### config.mk
export PLATFORM = sky130hd
export DESIGN_NAME = ocra1_iface
export DESIGN_NICKNAME = d
export VERILOG_FILES = /design/src/rtl/ocra1_iface.sv
export SDC_FILE = /design/constraint.sdc
export NUM_CORES = 1
export LEC_CHECK = 0
export ABC_AREA = 1
export CAP_MARGIN = 20
export CELL_PAD_IN_SITES_DETAIL_PLACEMENT = 0
export CELL_PAD_IN_SITES_GLOBAL_PLACEMENT = 2
export CORE_MARGIN = 8
export CORE_UTILIZATION = 31
export CTS_CLUSTER_SIZE = 8
export DETAILED_ROUTE_END_ITERATION = 10
export GPL_TIMING_DRIVEN = 0
export MAX_ROUTING_LAYER = met4
export PLACE_DENSITY = 0.95
export REMOVE_ABC_BUFFERS = 1
export SLEW_MARGIN = 20
export SYNTH_ARGS = -nofsm -noshare
export SYNTH_HDL_FRONTEND = slang
export SYNTH_SLANG_ARGS = --single-unit
### constraint.sdc
create_clock -name clk -period 3.7 [get_ports clk]
set_clock_uncertainty 0.15 [all_clocks]
set_input_delay 0.555 -clock clk [delete_from_list [all_inputs] [get_ports clk]]
set_output_delay 0.555 -clock clk [all_outputs]
set_load 0.02 [all_outputs]
### src/rtl/ocra1_iface.sv
// rtl/ocra1_iface.sv - four-channel lockstep serial frame transmitter for AD5781-style DACs
//
// Purpose:
//   Accepts four 24-bit frame words on a one-cycle valid_i request and shifts
//   them out MSB first on four independent data lines that share one serial
//   clock, frame sync and LDAC strobe. Words are sent verbatim; the caller
//   builds the R/W bit, register address and data field.
//
// Frame timing (busy_o high for 50 cycles):
//   SHIFT   48 cycles : 24 bits x 2 phases (A: sclk=1, new bit; B: sclk=0, DAC samples)
//   SYNC_HI  1 cycle  : syncn=1, sclk=1, sdo=0
//   LDAC     1 cycle  : ldacn=0
//
// Ports:
//   clk          system clock, all state changes on rising edge
//   resetn       asynchronous active-low reset, aborts any frame in flight
//   datax_i      X-channel frame word, sampled only on acceptance
//   datay_i      Y-channel frame word
//   dataz_i      Z-channel frame word
//   dataz2_i     Z2-channel frame word
//   valid_i      one-cycle transmit request, ignored while busy
//   busy_o       transfer in progress
//   oc1_clk_o    shared serial clock (idles high)
//   oc1_syncn_o  shared active-low frame sync
//   oc1_ldacn_o  shared active-low DAC load strobe
//   oc1_sdo*_o   per-channel serial data

module ocra1_iface (
    input  logic        clk,
    input  logic        resetn,
    input  logic [23:0] datax_i,
    input  logic [23:0] datay_i,
    input  logic [23:0] dataz_i,
    input  logic [23:0] dataz2_i,
    input  logic        valid_i,
    output logic        busy_o,
    output logic        oc1_clk_o,
    output logic        oc1_syncn_o,
    output logic        oc1_ldacn_o,
    output logic        oc1_sdox_o,
    output logic        oc1_sdoy_o,
    output logic        oc1_sdoz_o,
    output logic        oc1_sdoz2_o
);

    typedef enum logic [1:0] {
        IDLE    = 2'd0,
        SHIFT   = 2'd1,
        SYNC_HI = 2'd2,
        LDAC    = 2'd3
    } state_t;

    localparam logic [4:0] LAST_BIT = 5'd23;

    state_t      state_q, state_d;
    logic        phase_q, phase_d;       // 0 = phase A (sclk high), 1 = phase B (sclk low)
    logic [4:0]  bit_cnt_q, bit_cnt_d;
    logic [23:0] shx_q, shx_d;
    logic [23:0] shy_q, shy_d;
    logic [23:0] shz_q, shz_d;
    logic [23:0] shz2_q, shz2_d;

    // Registered outputs
    logic        busy_q, busy_d;
    logic        sclk_q, sclk_d;
    logic        syncn_q, syncn_d;
    logic        ldacn_q, ldacn_d;
    logic [3:0]  sdo_q, sdo_d;           // {z2, z, y, x}

    // Next-state and next-output logic. Outputs are computed for the state
    // being entered so that the registered pins line up with that state.
    always_comb begin
        state_d   = state_q;
        phase_d   = phase_q;
        bit_cnt_d = bit_cnt_q;
        shx_d     = shx_q;
        shy_d     = shy_q;
        shz_d     = shz_q;
        shz2_d    = shz2_q;
        busy_d    = busy_q;
        sclk_d    = sclk_q;
        syncn_d   = syncn_q;
        ldacn_d   = ldacn_q;
        sdo_d     = sdo_q;

        case (state_q)
            IDLE: begin
                if (valid_i) begin
                    state_d   = SHIFT;
                    phase_d   = 1'b0;
                    bit_cnt_d = 5'd0;
                    shx_d     = datax_i;
                    shy_d     = datay_i;
                    shz_d     = dataz_i;
                    shz2_d    = dataz2_i;
                    busy_d    = 1'b1;
                    sclk_d    = 1'b1;
                    syncn_d   = 1'b0;
                    ldacn_d   = 1'b1;
                    // First bit goes out together with the falling sync
                    sdo_d     = {dataz2_i[23], dataz_i[23], datay_i[23], datax_i[23]};
                end
            end

            SHIFT: begin
                if (!phase_q) begin
                    // Phase A -> B: drop sclk, hold data so it is stable at the DAC sampling edge
                    phase_d = 1'b1;
                    sclk_d  = 1'b0;
                end else if (bit_cnt_q == LAST_BIT) begin
                    state_d = SYNC_HI;
                    phase_d = 1'b0;
                    sclk_d  = 1'b1;
                    syncn_d = 1'b1;
                    sdo_d   = 4'b0000;
                end else begin
                    // Phase B -> A of the next bit: advance shifters, present next bit
                    phase_d   = 1'b0;
                    bit_cnt_d = bit_cnt_q + 5'd1;
                    shx_d     = {shx_q[22:0], 1'b0};
                    shy_d     = {shy_q[22:0], 1'b0};
                    shz_d     = {shz_q[22:0], 1'b0};
                    shz2_d    = {shz2_q[22:0], 1'b0};
                    sclk_d    = 1'b1;
                    sdo_d     = {shz2_q[22], shz_q[22], shy_q[22], shx_q[22]};
                end
            end

            SYNC_HI: begin
                state_d = LDAC;
                ldacn_d = 1'b0;
            end

            LDAC: begin
                state_d   = IDLE;
                busy_d    = 1'b0;
                ldacn_d   = 1'b1;
                bit_cnt_d = 5'd0;
            end

            default: begin
                state_d = IDLE;
                busy_d  = 1'b0;
                sclk_d  = 1'b1;
                syncn_d = 1'b1;
                ldacn_d = 1'b1;
                sdo_d   = 4'b0000;
            end
        endcase
    end

    // Reset forces idle pin levels at once; an aborted frame therefore ends
    // with syncn rising and no LDAC pulse, leaving the DAC outputs untouched.
    always_ff @(posedge clk or negedge resetn) begin
        if (!resetn) begin
            state_q   <= IDLE;
            phase_q   <= 1'b0;
            bit_cnt_q <= 5'd0;
            shx_q     <= 24'd0;
            shy_q     <= 24'd0;
            shz_q     <= 24'd0;
            shz2_q    <= 24'd0;
            busy_q    <= 1'b0;
            sclk_q    <= 1'b1;
            syncn_q   <= 1'b1;
            ldacn_q   <= 1'b1;
            sdo_q     <= 4'b0000;
        end else begin
            state_q   <= state_d;
            phase_q   <= phase_d;
            bit_cnt_q <= bit_cnt_d;
            shx_q     <= shx_d;
            shy_q     <= shy_d;
            shz_q     <= shz_d;
            shz2_q    <= shz2_d;
            busy_q    <= busy_d;
            sclk_q    <= sclk_d;
            syncn_q   <= syncn_d;
            ldacn_q   <= ldacn_d;
            sdo_q     <= sdo_d;
        end
    end

    assign busy_o      = busy_q;
    assign oc1_clk_o   = sclk_q;
    assign oc1_syncn_o = syncn_q;
    assign oc1_ldacn_o = ldacn_q;
    assign oc1_sdox_o  = sdo_q[0];
    assign oc1_sdoy_o  = sdo_q[1];
    assign oc1_sdoz_o  = sdo_q[2];
    assign oc1_sdoz2_o = sdo_q[3];

endmodule

# Yosys cells after proc, flatten, opt, wreduce, memory -nomap -nowiden
# Index checks and enable logic that the tools add are counted.
# W data, S select, Z words.
dict set report word_totals {
  reg_bits 108
  inputBits 99
  output_inout_bits 8
}
dict set report classes {
  add_sub_neg 1
  eq_ne 8
  n_mux 39
  n_reduce_logical 13
}
# op n
set ops {}
lappend ops {{$mux W23} 12}
lappend ops {{$pmux W23 S2} 4}
lappend ops {{$mux W5} 3}
lappend ops {{$pmux W5 S3} 1}
lappend ops {{$mux W4} 3}
lappend ops {{$reduce_and A4 Y1} 3}
lappend ops {{$ne A2 B2 Y1 const B} 4}
lappend ops {{$pmux W1 S2} 4}
lappend ops {{$pmux W2 S4} 1}
lappend ops {{$pmux W4 S2} 1}
lappend ops {{$mux W1} 6}
lappend ops {{$mux W2} 3}
lappend ops {{$reduce_and A2 Y1} 3}
lappend ops {{$reduce_and A3 Y1} 2}
lappend ops {{$reduce_bool A3 Y1} 2}
lappend ops {{$add A5 B1 Y5 const B} 1}
lappend ops {{$eq A5 B5 Y1 const B} 1}
lappend ops {{$eq A2 B2 Y1 const B} 2}
lappend ops {{$reduce_bool A2 Y1} 2}
lappend ops {{$pmux W1 S3} 1}
lappend ops {{$eq A2 B1 Y1 const B} 1}
lappend ops {{$logic_not A2 Y1} 1}

# Longest topological paths before layout
# Gate-level depths: netlist of the first run.
dict set report logic_depth {
  depth_word 4
  ltp_mapped 11
}

# Least setup slack after synthesis of the first run
# No wires, ideal clock.
dict set report synth_path {
  path_kind {register -> register}
  startpoint {register state_q[1]}
  endpoint {register shz_q[10]}
  t_arrival_ns 1.491
  required_ns 3.434
  setup_slack_ns 1.943
  stages_incl_launch_ff 12
  synth_period_minus_slack_ns 1.757
  cell_sequence {dfrtp_1 > inv_1 > ha_1 > buf_6 > nand2_4 > nand2_2 > nor2_4 > nand2_1 > buf_6 > clkbuf_4 > nand2_1 > nand2_1}
}
dict set report synth_via {
  elab_chain_cells 3
  word_cells_on_any_way 8
  classes_between {eq/ne (4); mux (1); reduce/logical (3)}
}
# item line_no
set synth_rtl {}
lappend synth_rtl {{start, declared} 55} ;# state_t state_q, state_d;
lappend synth_rtl {{start signal, assigned} 169} ;# state_q <= state_d;
lappend synth_rtl {{$eq A2 B1 Y1 / $logic_not A2 Y1 (equally long branches)} 86} ;# case (state_q)
lappend synth_rtl {{$ne A2 B2 Y1 (no source line) / $reduce_bool A2 Y1 (equally long branches)} -}
lappend synth_rtl {{$reduce_and A4 Y1 (no source line)} -}
lappend synth_rtl {{end signal, assigned} 174} ;# shz_q <= shz_d;
lappend synth_rtl {{end, declared} 60} ;# logic [23:0] shz_q, shz_d;
# Several ways; a longest one is shown, not always the timed one.
# A chain may end at the register's enable or synchronous reset.

# Worst setup path in the final report of the first run
dict set report layout_path {
  startpoint {register state_q[1]}
  endpoint {register shz2_q[9]}
}
dict set report layout_via {
  elab_chain_cells 3
  word_cells_on_any_way 8
  classes_between {eq/ne (4); mux (1); reduce/logical (3)}
}
# item line_no
set layout_rtl {}
lappend layout_rtl {{$eq A2 B1 Y1 / $logic_not A2 Y1 (equally long branches)} 86}
lappend layout_rtl {{$ne A2 B2 Y1 (no source line) / $reduce_bool A2 Y1 (equally long branches)} -}
lappend layout_rtl {{$reduce_and A4 Y1 (no source line)} -}
lappend layout_rtl {{end signal, assigned} 175} ;# shz2_q <= shz2_d;
lappend layout_rtl {{end, declared} 61} ;# logic [23:0] shz2_q, shz2_d;
# Several ways; a longest one is shown, not always the timed one.

==> impl_metrics.prom, run 1 <==
# TYPE chip_impl_metric gauge
chip_impl_metric{name="grt_first_pass_wirelength",unit="microns"} 25200
chip_impl_metric{name="rows",unit=""} 49
chip_impl_metric{name="setup_viol_count_final",unit=""} 0
chip_impl_metric{name="total_i_o_pin_count",unit=""} 107
chip_impl_metric{name="final_cells",unit=""} 1123
chip_impl_metric{name="detailedRoute.firstIterationViolations",unit=""} 304
chip_impl_metric{name="drt-pass1-iter-count",unit=""} 4
chip_impl_metric{name="post_route_cells_drive_above_1_share",unit=""} 0.0403
chip_impl_metric{name="cts_resized",unit=""} 0
chip_impl_metric{name="grt_total_usage",unit=""} 0.141
chip_impl_metric{name="setup_tns",unit="ps"} 0
chip_impl_metric{name="slew_headroom",unit=""} 0.560
chip_impl_metric{name="ctsLongestPathBuffers",unit=""} 2
chip_impl_metric{name="final_antenna_net_count",unit=""} 0
chip_impl_metric{name="synthToLayoutAreaGrowth",unit="%"} 28.7
chip_impl_metric{name="asyncSetResetFlopFracSynth",unit=""} 1.00
chip_impl_metric{name="synth_cells",unit=""} 813
chip_impl_metric{name="layout_worst_path_cycle_share",unit=""} 0.911
chip_impl_info{name="hold_class",value="reg2reg"} 1
chip_impl_info{name="setup.worst_path.class",value="reg2reg"} 1
chip_impl_metric{name="postSynthRegisterBits",unit=""} 108
chip_impl_metric{name="die_w",unit="microns"} 151
chip_impl_metric{name="wl",unit="microns"} 15300
chip_impl_metric{name="grt.overflow.total",unit=""} 0
chip_impl_metric{name="portBuffers",unit=""} 106
chip_impl_metric{name="synth.yosys.seq_area_share",unit=""} 0.478
chip_impl_metric{name="timing_max_transition_violations_final",unit=""} 0
chip_impl_metric{name="antenna_found_initial",unit=""} 0
chip_impl_metric{name="area_share_of_the_largest_cell_type_after_synthesis",unit=""} 0.464
chip_impl_metric{name="critical_path_maximum_fanout",unit=""} 54
chip_impl_metric{name="dieArea",unit="sq mm"} 0.0228
chip_impl_metric{name="power.ir.vdd_worst",unit="mV"} 0.812
chip_impl_info{name="yosys.cell_count.top_type",value="sky130_fd_sc_hd__nand2_1"} 1
chip_impl_metric{name="power_per_cell_area",unit="mW/mm^2"} 843
chip_impl_metric{name="leakagePower",unit="nW"} 3.88
chip_impl_metric{name="number_of_flops_mapped_to_enable_cells_by_yosys",unit=""} 0
chip_impl_info{name="worstSetupEndpointType",value="register"} 1
chip_impl_metric{name="dieHeight",unit="microns"} 151
chip_impl_info{name="unrepaired_setup_endpoints_after_global_routing",value="no"} 1
chip_impl_metric{name="final-hold-violation-count",unit=""} 0
chip_impl_info{name="tritoncts_clock_tree",value="yes"} 1
chip_impl_metric{name="synthesis.area",unit="sq mm"} 0.00566
chip_impl_metric{name="viasPerCell",unit=""} 4.54
chip_impl_info{name="outcome",value="finished, final reports clean"} 1
chip_impl_metric{name="dp.final_hpwl",unit="microns"} 9330
chip_impl_info{name="cts-root-buf",value="sky130_fd_sc_hd__clkbuf_16"} 1
chip_impl_metric{name="grt_pass1_vias",unit=""} 5012
chip_impl_metric{name="yosys.cell_types.count",unit=""} 24
chip_impl_metric{name="core_area",unit="sq mm"} 0.0180
chip_impl_metric{name="htree_levels",unit=""} 3
chip_impl_metric{name="initial_utilization",unit=""} 0.315
chip_impl_metric{name="max_freq",unit="GHz"} 0.297
chip_impl_metric{name="max_slew.worst_pin.slew",unit="ps"} 660
chip_impl_metric{name="timing.max_cap.violations",unit=""} 0
chip_impl_info{name="synth.largest_area_cell",value="sky130_fd_sc_hd__dfrtp_1"} 1
chip_impl_metric{name="critical_path_arrival",unit="ps"} 3460
chip_impl_info{name="yosys-top-cells-count",value="sky130_fd_sc_hd__nand2_1, sky130_fd_sc_hd__dfrtp_1, sky130_fd_sc_hd__nand3_1, sky130_fd_sc_hd__buf_2, sky130_fd_sc_hd__inv_1"} 1
chip_impl_metric{name="postSynthAreaPerCell",unit="sq um"} 6.97
chip_impl_info{name="postSynth.topFlopCell",value="sky130_fd_sc_hd__dfrtp_1"} 1
chip_impl_metric{name="cts_inserted_buffers",unit=""} 9
chip_impl_metric{name="total_power",unit="mW"} 6.14
chip_impl_metric{name="post-place-cells",unit=""} 1104
chip_impl_metric{name="detail_route.wl_per_cell",unit="microns"} 13.6
chip_impl_metric{name="cts.clk_slew.worst_paths",unit="ps"} 70
chip_impl_info{name="timing.critical_path.from_type",value="register"} 1
chip_impl_metric{name="yosysWarnings",unit=""} 0
chip_impl_metric{name="post-route-drc-count",unit=""} 0
chip_impl_metric{name="worst-endpoint-required",unit="ps"} 3780
chip_impl_metric{name="n_fill_cell",unit=""} 1909
chip_impl_metric{name="pin_count_of_the_biggest_net_entering_global_routing",unit=""} 97
chip_impl_metric{name="final_net_count",unit=""} 993
chip_impl_metric{name="cts.sink_count",unit=""} 108
chip_impl_metric{name="routabilityCongestion",unit=""} 0.740
chip_impl_metric{name="time_the_final_worst_path_needs_with_i_o_delays_and_setup",unit="ps"} 3370
chip_impl_metric{name="skew_pair_late_insertion_delay",unit="ps"} 350
chip_impl_info{name="synth.area.top_cells",value="sky130_fd_sc_hd__dfrtp_1, sky130_fd_sc_hd__nand2_1, sky130_fd_sc_hd__nand3_1"} 1
chip_impl_metric{name="vias",unit=""} 5094
chip_impl_metric{name="n_antenna_cell",unit=""} 0
==> critical path, cell delays in order, from the launching register on <==
cell                      delay [ps]
sky130_fd_sc_hd__dfrtp_1         410
sky130_fd_sc_hd__inv_1           120
sky130_fd_sc_hd__ha_4            400
sky130_fd_sc_hd__buf_16          310
sky130_fd_sc_hd__inv_4           210
sky130_fd_sc_hd__nand2_1         160
sky130_fd_sc_hd__inv_2            50
sky130_fd_sc_hd__nor2_4          130
sky130_fd_sc_hd__buf_16          190
sky130_fd_sc_hd__buf_16          190
sky130_fd_sc_hd__nand2_4         300
sky130_fd_sc_hd__buf_16          320
sky130_fd_sc_hd__nand2_1         100
sky130_fd_sc_hd__nand2_1          60
==> cell families after synthesis <==
logic type               count (synthesis)  synth area share
AND/OR/NAND/NOR                        613             0.436
adder cells (fa/ha/maj)                  5            0.0110
flip-flops                             108             0.478
buffers and inverters                   74            0.0621
AO/OA/AOI/OAI                           12            0.0110
XOR/XNOR                                 1           0.00155
==> through the flow <==
stage / area [sq um] / setup WS, ps / hold slack [ps] / utilization
5_1_grt: 7290 / 74.2 / 340 / 0.406
6_report: 7290 / 329 / 320 / 0.406
4_1_cts: 7290 / 324 / 325 / 0.406
3_5_place_dp: 6970 / -200 / 308 / 0.388
3_3_place_gp: 6750 / -8360 / 303 / 0.375
2_1_floorplan: 5400 / -3230 / 109 / -
==> power breakdown <==
part,switching (mW),internal [mW]
logic,1.99,1.19
clock network,0.437,0.494
registers,0.277,1.76
total,2.70,3.44
==> layout make-up <==
cell class / count / area [sq um] / area share
multi-input cells: 631 / 2640 / 0.362
flip-flops and latches: 108 / 2710 / 0.371
clock inverters: 2 / 12.5 / 0.00172
inverters: 23 / 88.8 / 0.0122
clock buffers: 14 / 264 / 0.0362
repair buffers: 116 / 1290 / 0.177
well taps: 229 / 287 / 0.0393
==> timing repair <==
action / in CTS / in global routing
hold buffers: 1 / 0
setup endpoints to repair: 53 / 0
setup buffers: 2 / 0
hold endpoints to repair: 3 / 0
==> worst paths after layout <==
path,slack (ps),end,depth (start not counted),start
setup / recovery,330,shz2_q[9]$_DFFE_PN0P_,13,state_q[1]$_DFFE_PN0P_
hold / removal,320,shz_q[13]$_DFFE_PN0P_,2,shz_q[13]$_DFFE_PN0P_
setup reg to reg,330,shz2_q[9]$_DFFE_PN0P_,13,state_q[1]$_DFFE_PN0P_
hold reg to reg,320,shz_q[13]$_DFFE_PN0P_,2,shz_q[13]$_DFFE_PN0P_
max in group asynchronous,2150,oc1_syncn_o$_DFFE_PN1P_,3,resetn
min in group asynchronous,560,state_q[1]$_DFFE_PN0P_,2,resetn
==> flip-flops by register name, summed over array words and instances (netlist names) <==
name and flops:
shz2_q 23, oc1_ldacn_o 1, busy_o 1, bit_cnt_q 5, shz_q 23, oc1_clk_o 1, shy_q 23, sdo_q 4
phase_q 1, oc1_syncn_o 1, state_q 2, shx_q 23
==> cell usage in the layout, fill, tap and decap left out, drive strengths merged <==
cell | synthesis | final
nand2 | 492 | 492
dfrtp | 105 | 105
clkdlybuf4s50 | 0 | 105
nand3 | 103 | 103
inv | 23 | 23
clkbuf | 18 | 14
nor2 | 13 | 13
buf | 33 | 10
a21oi | 9 | 9
ha | 5 | 5
nand3b | 4 | 4
dfstp | 3 | 3
a31oi | 2 | 2
xor2 | 1 | 1
o21ai | 1 | 1
nor3b | 1 | 1
clkinv | 0 | 1
clkinvlp | 0 | 1
dlygate4sd3 | 0 | 1
==> routing by layer <==
layer	wire (microns)	share of wire	GRT usage	vias to the layer above
met1	7630	0.50	0.185	2335
met4	41	0.0027	0.0252	0
met3	739	0.048	0.0365	4
met5	0	0	-	-
met2	6890	0.45	0.218	97
li1	-	-	-	2658
(Power assumes the default switching activity.)
==> inputs of run 2 (changes only) <==
==> constraint.sdc (replaced) <==
create_clock -name clk -period 3.7 [get_ports clk]
set_clock_uncertainty 0.15 [all_clocks]
set_input_delay 0.555 -clock clk [delete_from_list [all_inputs] [get_ports clk]]
set_output_delay 0.555 -clock clk [all_outputs]
set_load 0.01 [all_outputs]
==> results of run 2 <==
The final DEF is identical to that of run 1. Status: finished, final reports clean.
Among the figures that moved: total power 6.14 mW -> 6.12 mW; worst IR drop on VDD 0.812 mV -> 0.800 mV
==> inputs of run 3 (changes only) <==
--- a/config.mk
+++ b/config.mk
@@ -5,12 +5,12 @@
 export SDC_FILE = /design/constraint.sdc
 export NUM_CORES = 1
 export LEC_CHECK = 0
-export ABC_AREA = 1
+export ABC_AREA = 0
 export CAP_MARGIN = 20
 export CELL_PAD_IN_SITES_DETAIL_PLACEMENT = 0
 export CELL_PAD_IN_SITES_GLOBAL_PLACEMENT = 2
 export CORE_MARGIN = 8
-export CORE_UTILIZATION = 31
+export CORE_UTILIZATION = 33
 export CTS_CLUSTER_SIZE = 8
 export DETAILED_ROUTE_END_ITERATION = 10
 export GPL_TIMING_DRIVEN = 0
==> impl_metrics.prom, run 3 <==
# TYPE chip_impl_metric gauge
chip_impl_metric{name="cts_inserted_buffers",unit=""} 9
chip_impl_metric{name="setup_tns",unit="ps"} 0
chip_impl_info{name="setup.worst_path.class",value="reg2reg"} 1
chip_impl_metric{name="power.ir.vdd_worst",unit="mV"} 0.709
chip_impl_metric{name="rows",unit=""} 49
chip_impl_metric{name="yosys.cell_types.count",unit=""} 42
chip_impl_metric{name="post-place-cells",unit=""} 1044
chip_impl_metric{name="routed-wl-met2",unit="microns"} 7510
chip_impl_metric{name="grt_total_usage",unit=""} 0.151
chip_impl_metric{name="postSynthAreaPerCell",unit="sq um"} 8.00
chip_impl_metric{name="grt_pass1_vias",unit=""} 5251
chip_impl_metric{name="dieArea",unit="sq mm"} 0.0229
chip_impl_metric{name="multiInputGateArea",unit="sq mm"} 0.00245
chip_impl_info{name="unrepaired_setup_endpoints_after_global_routing",value="no"} 1
chip_impl_metric{name="ctsLongestPathBuffers",unit=""} 2
chip_impl_info{name="postSynth.topFlopCell",value="sky130_fd_sc_hd__dfrtp_1"} 1
chip_impl_metric{name="slew_headroom",unit=""} 0.490
chip_impl_info{name="hold_class",value="in2async"} 1
chip_impl_metric{name="post-route-worst-setup-slack",unit="ps"} 626
chip_impl_metric{name="synth.yosys.seq_area_share",unit=""} 0.447
chip_impl_metric{name="worst-endpoint-required",unit="ps"} 3790
chip_impl_metric{name="max_freq",unit="GHz"} 0.325
chip_impl_metric{name="pre_cts_setup_slack",unit="ps"} 618
chip_impl_metric{name="cts.clk_slew.worst_paths",unit="ps"} 80
chip_impl_metric{name="skew_pair_late_insertion_delay",unit="ps"} 350
chip_impl_metric{name="critical_path_arrival",unit="ps"} 3160
chip_impl_metric{name="dpl_cell_area",unit="sq mm"} 0.00741
chip_impl_metric{name="cts.sink_count",unit=""} 108
chip_impl_metric{name="initial_utilization",unit=""} 0.337
chip_impl_metric{name="max_slew.worst_pin.slew",unit="ps"} 766
chip_impl_metric{name="post_route_cells_drive_above_1_share",unit=""} 0.0602
chip_impl_info{name="layout.cells.most_common_list",value="sky130_fd_sc_hd__inv_1, sky130_fd_sc_hd__dfrtp_1, sky130_fd_sc_hd__clkdlybuf4s50_1"} 1
chip_impl_metric{name="final_cell_area",unit="sq mm"} 0.00771
chip_impl_metric{name="postSynthRegisterBits",unit=""} 108
chip_impl_info{name="yosys.cell_count.top_type",value="sky130_fd_sc_hd__inv_1"} 1
chip_impl_info{name="worst_r2r_endpoint",value="shz_q[8]$_DFFE_PN0P_"} 1
chip_impl_metric{name="core_area",unit="sq mm"} 0.0180
chip_impl_metric{name="final_net_count",unit=""} 930
chip_impl_metric{name="timing.hold.ws",unit="ps"} 22.0
chip_impl_info{name="tritoncts_clock_tree",value="yes"} 1
chip_impl_metric{name="portBuffers",unit=""} 106
chip_impl_info{name="mostFrequentLayoutCell",value="sky130_fd_sc_hd__inv_1"} 1
chip_impl_metric{name="timing.reg2reg.setup_slack",unit="ps"} 630
chip_impl_metric{name="final_cells",unit=""} 1061
chip_impl_info{name="synth.area.top_cells",value="sky130_fd_sc_hd__dfrtp_1, sky130_fd_sc_hd__inv_1, sky130_fd_sc_hd__o22ai_1"} 1
chip_impl_metric{name="synth_cells",unit=""} 757
chip_impl_info{name="reg2reg_from",value="state_q[0]$_DFFE_PN0P_"} 1
chip_impl_metric{name="drt-pass1-iter-count",unit=""} 4
chip_impl_metric{name="routabilityCongestion",unit=""} 0.745
chip_impl_metric{name="n_fill_cell",unit=""} 1841
chip_impl_metric{name="dieHeight",unit="microns"} 151
chip_impl_metric{name="detail_route.wl_per_cell",unit="microns"} 15.5
chip_impl_metric{name="yosysWarnings",unit=""} 0
chip_impl_metric{name="synthToLayoutAreaGrowth",unit="%"} 27.3
chip_impl_metric{name="pin_count_of_the_biggest_net_entering_global_routing",unit=""} 75
chip_impl_metric{name="wl",unit="microns"} 16500
chip_impl_metric{name="total_power",unit="mW"} 6.14
chip_impl_metric{name="final_antenna_net_count",unit=""} 0
chip_impl_info{name="synth.largest_area_cell",value="sky130_fd_sc_hd__dfrtp_1"} 1
chip_impl_metric{name="timing_max_transition_violations_final",unit=""} 0
chip_impl_metric{name="antenna_found_initial",unit=""} 1
chip_impl_metric{name="leakagePower",unit="nW"} 3.69
chip_impl_info{name="highest_layer",value="met4"} 1
chip_impl_info{name="timing.critical_path.from_type",value="register"} 1
chip_impl_metric{name="area_share_of_the_largest_cell_type_after_synthesis",unit=""} 0.434
chip_impl_metric{name="ctsHoldBuffers",unit=""} 0
chip_impl_metric{name="cts_resized",unit=""} 0
chip_impl_metric{name="power_per_cell_area",unit="mW/mm^2"} 796
chip_impl_metric{name="detailedRoute.firstIterationViolations",unit=""} 272
chip_impl_metric{name="dp.final_hpwl",unit="microns"} 10700
chip_impl_metric{name="final_core_utilization",unit=""} 0.429
chip_impl_metric{name="asyncSetResetFlopFracSynth",unit=""} 1.00
chip_impl_metric{name="grt_first_pass_wirelength",unit="microns"} 27200
chip_impl_metric{name="reg2regPathDepth",unit=""} 8
chip_impl_metric{name="number_of_flops_mapped_to_enable_cells_by_yosys",unit=""} 0
chip_impl_info{name="yosys-top-cells-count",value="sky130_fd_sc_hd__inv_1, sky130_fd_sc_hd__dfrtp_1, sky130_fd_sc_hd__nor2_1, sky130_fd_sc_hd__a21oi_1, sky130_fd_sc_hd__o22ai_1"} 1
chip_impl_info{name="outcome",value="finished, final reports clean"} 1
chip_impl_metric{name="die_w",unit="microns"} 151
chip_impl_metric{name="routed_met3_length",unit="microns"} 750
chip_impl_metric{name="regArea",unit="sq mm"} 0.00271
chip_impl_metric{name="total_i_o_pin_count",unit=""} 107
chip_impl_metric{name="time_the_final_worst_path_needs_with_i_o_delays_and_setup",unit="ps"} 3070
chip_impl_metric{name="setup_viol_count_final",unit=""} 0
chip_impl_metric{name="final-hold-violation-count",unit=""} 0
chip_impl_metric{name="viasPerCell",unit=""} 5.03
chip_impl_metric{name="grt.overflow.total",unit=""} 0
chip_impl_metric{name="critical_path_maximum_fanout",unit=""} 45
chip_impl_metric{name="htree_levels",unit=""} 3
chip_impl_metric{name="post-route-drc-count",unit=""} 0
chip_impl_info{name="worstSetupEndpointType",value="register"} 1
chip_impl_metric{name="met1Wirelength",unit="microns"} 8140
chip_impl_metric{name="cts.repair_timing.setup_buffer_count",unit=""} 0
chip_impl_metric{name="layout_worst_path_cycle_share",unit=""} 0.831
chip_impl_metric{name="vias",unit=""} 5339
chip_impl_metric{name="timing.max_cap.violations",unit=""} 0
chip_impl_info{name="cts-root-buf",value="sky130_fd_sc_hd__clkbuf_16"} 1
chip_impl_metric{name="synthesis.area",unit="sq mm"} 0.00606
run 3: cell types whose count changed in the layout (fill, tap and decap cells not counted), sizes merged, moves of 3 or more:
cell / previous run / this run
a21oi: 9 / 92
a221oi: 0 / 8
a22o: 0 / 6
a31oi: 2 / 80
buf: 10 / 13
inv: 23 / 171
nand2: 492 / 9
nand3: 103 / 7
nand3b: 4 / 0
nand4: 0 / 3
nor2: 13 / 97
nor3: 0 / 3
o21ai: 1 / 6
o22ai: 0 / 88
run 3: logic make-up (layout without fill, tap and decap cells):
| logic type | count (synthesis) | in the layout | share of synthesized area |
|---|---|---|---|
| adder cells (fa/ha/maj) | 5 | 5 | 0.0103 |
| other | 0 | 1 | 0 |
| multiplexers | 1 | 1 | 0.00165 |
| flip-flops | 108 | 108 | 0.447 |
| buffers and inverters | 230 | 304 | 0.154 |
| AND/OR/NAND/NOR | 128 | 128 | 0.0940 |
| AO/OA/AOI/OAI | 285 | 285 | 0.293 |
run 3: cell type report:
cell class | count | area share
Clock inverter | 4 | 0.00422
Tap cell | 229 | 0.0372
Antenna cell | 1 | 0.000325
Inverter | 171 | 0.0833
Clock buffer | 12 | 0.0346
Multi-Input combinational cell | 419 | 0.318
Sequential cell | 108 | 0.351
Timing Repair Buffer | 117 | 0.171
run 3: worst max path at each step:
stage,startpoint,to,cells past startpoint
global route,state_q[1]$_DFFE_PN0P_,shz_q[8]$_DFFE_PN0P_,8
global placement,state_q[0]$_DFFE_PN0P_,shx_q[20]$_DFFE_PN0P_,5
CTS,state_q[0]$_DFFE_PN0P_,shz_q[8]$_DFFE_PN0P_,8
detailed placement,state_q[0]$_DFFE_PN0P_,shz_q[2]$_DFFE_PN0P_,8
finish,state_q[0]$_DFFE_PN0P_,shz_q[8]$_DFFE_PN0P_,8
floorplan,state_q[0]$_DFFE_PN0P_,shx_q[13]$_DFFE_PN0P_,5
run 3: critical path, cell delays in order (launching register included):
cell and delay (ps):
sky130_fd_sc_hd__dfrtp_1 450, sky130_fd_sc_hd__inv_1 140, sky130_fd_sc_hd__ha_4 530, sky130_fd_sc_hd__nand2b_1 380, sky130_fd_sc_hd__a31oi_4 620, sky130_fd_sc_hd__buf_16 240
sky130_fd_sc_hd__buf_16 170, sky130_fd_sc_hd__buf_8 170, sky130_fd_sc_hd__a21oi_1 90
run 3: power by group:
group	internal [mW]	total (mW)	switching, mW
Clock	0.515	0.974	0.458
Sequential	1.66	2.01	0.348
Combinational	1.33	3.15	1.82
Total	3.51	6.14	2.63
run 3: layer usage:
layer / GRT usage / up-vias
met5: - / -
li1: - / 2718
met2: 0.226 / 97
met3: 0.0389 / 8
met4: 0.0252 / 0
met1: 0.204 / 2516
